### config.mk
export PLATFORM = sky130hd
export DESIGN_NAME = ifetch_unit
export DESIGN_NICKNAME = d
export VERILOG_FILES = /design/src/rtl/ifetch_unit.sv
export SDC_FILE = /design/constraint.sdc
export NUM_CORES = 1
export LEC_CHECK = 0
export BUFFER_PORTS_ARGS = -buffer_cell sky130_fd_sc_hd__buf_2
export CAP_MARGIN = 15
export CORE_MARGIN = 2
export CORE_UTILIZATION = 49
export CTS_CLUSTER_DIAMETER = 80
export DETAILED_ROUTE_END_ITERATION = 10
export PLACE_DENSITY = 0.72
export SYNTH_ARGS = -nofsm -noshare
export SYNTH_HDL_FRONTEND = slang
export SYNTH_SLANG_ARGS = --single-unit
export TNS_END_PERCENT = 1
### constraint.sdc
create_clock -name clk -period 6.15 [get_ports clk]
set_input_delay 1.23 -clock clk [delete_from_list [all_inputs] [get_ports clk]]
set_output_delay 1.23 -clock clk [all_outputs]
set_load 0.005 [all_outputs]
### src/rtl/ifetch_unit.sv
// Instruction fetch: owns the PC, issues one I-cache request at a time, and
// hands fetched instructions to decode through an output register plus skid.
module ifetch_unit #(
  parameter logic [31:0] RESET_PC = 32'h0000_0000
) (
  input  logic        clk,
  input  logic        rst,
  output logic [31:0] icache_req_addr,
  output logic        icache_req_valid,
  input  logic [31:0] icache_rsp_data,
  input  logic        icache_rsp_ready,
  input  logic        redirect_valid,
  input  logic [31:0] redirect_pc,
  output logic        id_valid,
  output logic [31:0] id_inst,
  output logic [31:0] id_pc,
  input  logic        id_ready
);

  typedef enum logic [1:0] {IDLE, FETCH, FULL, KILL} state_t;

  state_t      state_q, state_d;
  logic [31:0] pc_q, pc_d;
  logic [31:0] pc_target_q, pc_target_d;
  logic        req_valid_q, req_valid_d;
  logic        skid_valid_q, skid_valid_d;
  logic [31:0] skid_inst_q, skid_inst_d;
  logic [31:0] skid_pc_q, skid_pc_d;
  logic        id_valid_q, id_valid_d;
  logic [31:0] id_inst_q, id_inst_d;
  logic [31:0] id_pc_q, id_pc_d;

  logic [31:0] redir_pc;
  logic        slot_free;

  assign redir_pc  = redirect_pc & 32'hFFFF_FFFC;
  assign slot_free = ~id_valid_q | id_ready;

  always_comb begin
    state_d      = state_q;
    pc_d         = pc_q;
    pc_target_d  = pc_target_q;
    skid_valid_d = skid_valid_q;
    skid_inst_d  = skid_inst_q;
    skid_pc_d    = skid_pc_q;
    id_valid_d   = id_valid_q;
    id_inst_d    = id_inst_q;
    id_pc_d      = id_pc_q;

    if (id_valid_q && id_ready) id_valid_d = 1'b0;

    case (state_q)
      IDLE: begin
        state_d = FETCH;
        if (redirect_valid) pc_d = redir_pc;
      end
      FETCH: begin
        if (icache_rsp_ready) begin
          if (redirect_valid) begin
            pc_d = redir_pc;
          end else begin
            if (slot_free) begin
              id_valid_d = 1'b1;
              id_inst_d  = icache_rsp_data;
              id_pc_d    = pc_q;
            end else begin
              skid_valid_d = 1'b1;
              skid_inst_d  = icache_rsp_data;
              skid_pc_d    = pc_q;
              state_d      = FULL;
            end
            pc_d = pc_q + 32'd4;
          end
        end else if (redirect_valid) begin
          pc_target_d = redir_pc;
          state_d     = KILL;
        end
      end
      FULL: begin
        if (redirect_valid) begin
          pc_d    = redir_pc;
          state_d = FETCH;
        end else if (id_ready && skid_valid_q) begin
          id_valid_d   = 1'b1;
          id_inst_d    = skid_inst_q;
          id_pc_d      = skid_pc_q;
          skid_valid_d = 1'b0;
          state_d      = FETCH;
        end
      end
      KILL: begin
        // The request in flight is stale; its response only frees the bus.
        if (icache_rsp_ready) begin
          pc_d    = redirect_valid ? redir_pc : pc_target_q;
          state_d = FETCH;
        end else if (redirect_valid) begin
          pc_target_d = redir_pc;
        end
      end
      default: state_d = IDLE;
    endcase

    if (redirect_valid) begin
      id_valid_d   = 1'b0;
      skid_valid_d = 1'b0;
    end

    req_valid_d = (state_d == FETCH) || (state_d == KILL);
  end

  always_ff @(posedge clk) begin
    if (rst) begin
      state_q      <= IDLE;
      pc_q         <= RESET_PC;
      pc_target_q  <= 32'd0;
      req_valid_q  <= 1'b0;
      skid_valid_q <= 1'b0;
      skid_inst_q  <= 32'd0;
      skid_pc_q    <= 32'd0;
      id_valid_q   <= 1'b0;
      id_inst_q    <= 32'd0;
      id_pc_q      <= 32'd0;
    end else begin
      state_q      <= state_d;
      pc_q         <= pc_d;
      pc_target_q  <= pc_target_d;
      req_valid_q  <= req_valid_d;
      skid_valid_q <= skid_valid_d;
      skid_inst_q  <= skid_inst_d;
      skid_pc_q    <= skid_pc_d;
      id_valid_q   <= id_valid_d;
      id_inst_q    <= id_inst_d;
      id_pc_q      <= id_pc_d;
    end
  end

  assign icache_req_addr  = pc_q;
  assign icache_req_valid = req_valid_q;
  assign id_valid         = id_valid_q;
  assign id_inst          = id_inst_q;
  assign id_pc            = id_pc_q;

endmodule

==> results.yml <==
status:
  status: "finished, final reports clean"
clock_network:
  clock_sinks: 196
  cts_resized: 0
  cts_root_buffer: "clkbuf_16"
  cts_buffers: 17
  cts.clk_slew.worst_paths_ns: 0.08
  cts_hold_buf: 0
  postCtsSetupBuffers: 0
  htree_levels: 4
  clkLatencyLatePin_ns: 0.44
  cts_tree: "done"
  cts_buffer_depth: 2
worst_setup_path:
  crit_path_end_kind: "flop"
  r2r-end: "skid_inst_q[31]$_SDFFE_PP0P_"
  r2r-start: "state_q[1]$_SDFF_PP0_"
  setup.worst_path.end: "skid_inst_q[31]$_SDFFE_PP0P_"
  crit_type: "in2reg"
  crit_arrival_ns: 3.77
  crit_path_start: "redirect_valid"
  r2r_cells: 7
  cp_max_fo: 33
  cp.required_ns: 6.42
  rrSetupSlack_ns: 2.83
  startpoint_type: "primary input"
drt:
  antenna_left: 0
  wl_per_cell_um: 15.9
  drcViolationCount: 0
  drt_iter0_drc: 696
  viasPerCell: 5.65
  wirelength_um: 23500
  num_vias: 8353
  first_pass_iters: 5
floorplanning:
  design.core.area_mm2: 0.0181
  start_util_pct: 50.3
  row_count: 49
  die_x_um: 140
  chipHeight_um: 140
  dieArea_mm2: 0.0197
  ios: 167
hold_path:
  hp-class: "reg2reg"
grt:
  grt_pass1_vias: 7425
  grt_max_degree: 148
  grt_util_met2_pct: 36.0
  use_met1_pct: 33.8
  grt_pass1_wl_um: 38000
  grt_overflow: 0
  gr-max-usage-layer: "met2"
  grt_util_met3_pct: 4.24
  grt_usage_pct: 23.4
  antenna_found_initial: 0
synthesis:
  synth_area_per_cell_um2: 7.99
  ys_seq_area_share_pct: 43.0
  ys_async_sr_fraction_pct: 0
  synth_edf_count: 0
  syn_area_mm2: 0.00913
  yosys_register_bits: 196
  ys_types: 61
  syn-num-nets: 1217
  yosysWarnings: 0
  postSynthCellCount: 1142
  ys.flop_type: "dfxtp_1"
sta:
  period_minus_slack_ns: 3.50
  fmax_mhz: 286
  setup_violations: 0
  slew_headroom_pct: 24.2
  min_period_over_period_pct: 56.9
  finalWorstSetupSlack_ns: 2.65
  rsz0062_at_grt: "false"
  slew_violations: 0
  skew_ns: 0.0120
  tightest_slew_ns: 1.14
  hold_violations: 0
  fin_tns_setup_ns: 0
placed_design:
  gp_congestion: 0.821
  post-place-ws_ns: 2.21
  port-buffer-count: 164
  dpl_cell_area_mm2: 0.00994
  hpwl_um: 15200
pwr:
  ir_worst_vdd_v: 0.000187
  powerDensity_mw_per_mm2: 274
  leakagePower_nw: 3.79
finish:
  postLayoutCoreUtil_pct: 57.9
  drive_gt1_share_pct: 18.9
  num_antenna_cells: 0
  nets: 1312
  area_growth_pct: 15.2
  fin_area_mm2: 0.0105
run:
  drv_cap: 0
[final cells by class]
cell class	instances	area, µm²
multi-input cells	832	4730
fillers	1692	7630
clock inverters	15	155
flip-flops and latches	196	3920
clock buffers	17	425
inverters	10	37.5
repair buffers	180	960
well taps	229	287
[critical path: stages]
cell     delay (ns)
buf_2          0.11
nor2b_1        0.83
nand3_2        0.86
buf_4          0.52
nand2_1        0.11
a21oi_1        0.07
[logic make-up after synthesis]
| family | synth area share [%] |
|---|---|
| compound gates | 22.6 |
| xor+xnor | 0.384 |
| fa+ha+maj | 0.822 |
| buf+inv | 5.69 |
| flops | 43.0 |
| mux | 7.84 |
| simple gates | 19.7 |
[sequential cells by signal, summed over array words and instances (netlist names)]
name             count
icache_req_addr     32
skid_valid_q         1
skid_inst_q         32
id_valid             1
pc_target_q         32
state_q              2
skid_pc_q           32
id_pc               32
id_inst             32
[Yosys cell counts (all sizes together) (2+ instances only)]
cell	instances	area share, %
nand2	234	9.6
o21a	2	0.16
a32oi	2	0.19
a31oi	5	0.34
and4	2	0.19
nor2	91	3.7
nor3b	2	0.16
a221oi	6	0.64
a211oi	70	5.8
nand4	10	0.85
nand3	19	1.0
xor2	4	0.38
nor3	29	1.6
nor2b	6	0.41
o211ai	3	0.25
buf	31	2.2
a21o	3	0.25
o21ai	52	2.9
a21boi	6	0.49
and3	3	0.21
a41o	2	0.23
a221o	2	0.22
a22oi	9	0.74
o31ai	3	0.25
nand3b	2	0.16
inv	10	0.41
a21oi	147	8.1
clkbuf	73	3.0
a2111oi	3	0.29
dfxtp	196	43
ha	6	0.82
o22ai	8	0.55
mux2i	67	7.3
a31o	4	0.38
nand2b	2	0.14
mux2	4	0.49
nor4	9	0.99
[how the worst min path moves through the flow]
stage	from	endpoint	slack (ns)	cells after the start
floorplan	pc_target_q[31]$_SDFFE_PP0P_	pc_target_q[31]$_SDFFE_PP0P_	0.43	2
global placement	pc_target_q[31]$_SDFFE_PP0P_	pc_target_q[31]$_SDFFE_PP0P_	0.44	2
detailed placement	pc_target_q[31]$_SDFFE_PP0P_	pc_target_q[31]$_SDFFE_PP0P_	0.44	2
CTS	pc_target_q[31]$_SDFFE_PP0P_	pc_target_q[31]$_SDFFE_PP0P_	0.46	2
global route	skid_inst_q[3]$_SDFFE_PP0P_	skid_inst_q[3]$_SDFFE_PP0P_	0.47	2
finish	skid_pc_q[24]$_SDFFE_PP0P_	skid_pc_q[24]$_SDFFE_PP0P_	0.46	2
[metal layers]
| metal | vias to the layer above | share of wire [%] |
|---|---|---|
| li1 | 4223 | - |
| met5 | - | 0 |
| met4 | 0 | 1.5 |
| met2 | 267 | 46 |
| met1 | 3834 | 47 |
| met3 | 29 | 6.1 |
[where the power goes]
part / total (mW) / internal [mW] / leakage (nW) / switching [mW]
combinational: 0.392 / 0.160 / 1.90 / 0.233
clock: 1.09 / 0.545 / 0.288 / 0.546
sequential: 1.40 / 1.33 / 1.59 / 0.0684
total: 2.88 / 2.03 / 3.79 / 0.847
[cell usage in the layout, fill, tap and decap left out, types with 3 or more instances in the layout]
| cell | instances |
|---|---|
| xor2_1 | 4 |
| nand3_1 | 18 |
| a211oi_1 | 70 |
| a31o_2 | 4 |
| a21oi_1 | 147 |
| a31oi_1 | 5 |
| inv_1 | 10 |
| dfxtp_1 | 196 |
| inv_6 | 4 |
| a22oi_1 | 9 |
| nor4_1 | 5 |
| a221oi_1 | 5 |
| o211ai_1 | 3 |
| o22ai_1 | 7 |
| nor3_1 | 28 |
| nor2b_1 | 6 |
| a21o_1 | 3 |
| nor4_2 | 3 |
| inv_8 | 5 |
| mux2i_1 | 67 |
| nand2_1 | 234 |
| o31ai_1 | 3 |
| buf_4 | 15 |
| a21boi_0 | 6 |
| mux2_2 | 4 |
| buf_2 | 163 |
| ha_1 | 5 |
| and3_1 | 3 |
| nor2_1 | 90 |
| nand4_1 | 9 |
| clkinv_4 | 3 |
| clkbuf_16 | 17 |
| o21ai_0 | 51 |
[stage by stage]
stage / std cells / hold slack [ns] / total power [mW]
2_1_floorplan: 1142 / 0.434 / 1.67
5_1_grt: 1479 / 0.473 / 3.02
4_1_cts: 1479 / 0.456 / 2.91
3_3_place_gp: 1447 / 0.441 / 1.81
6_report: 1479 / 0.455 / 2.88
3_5_place_dp: 1447 / 0.444 / 1.82
(Power assumes the default switching activity.)
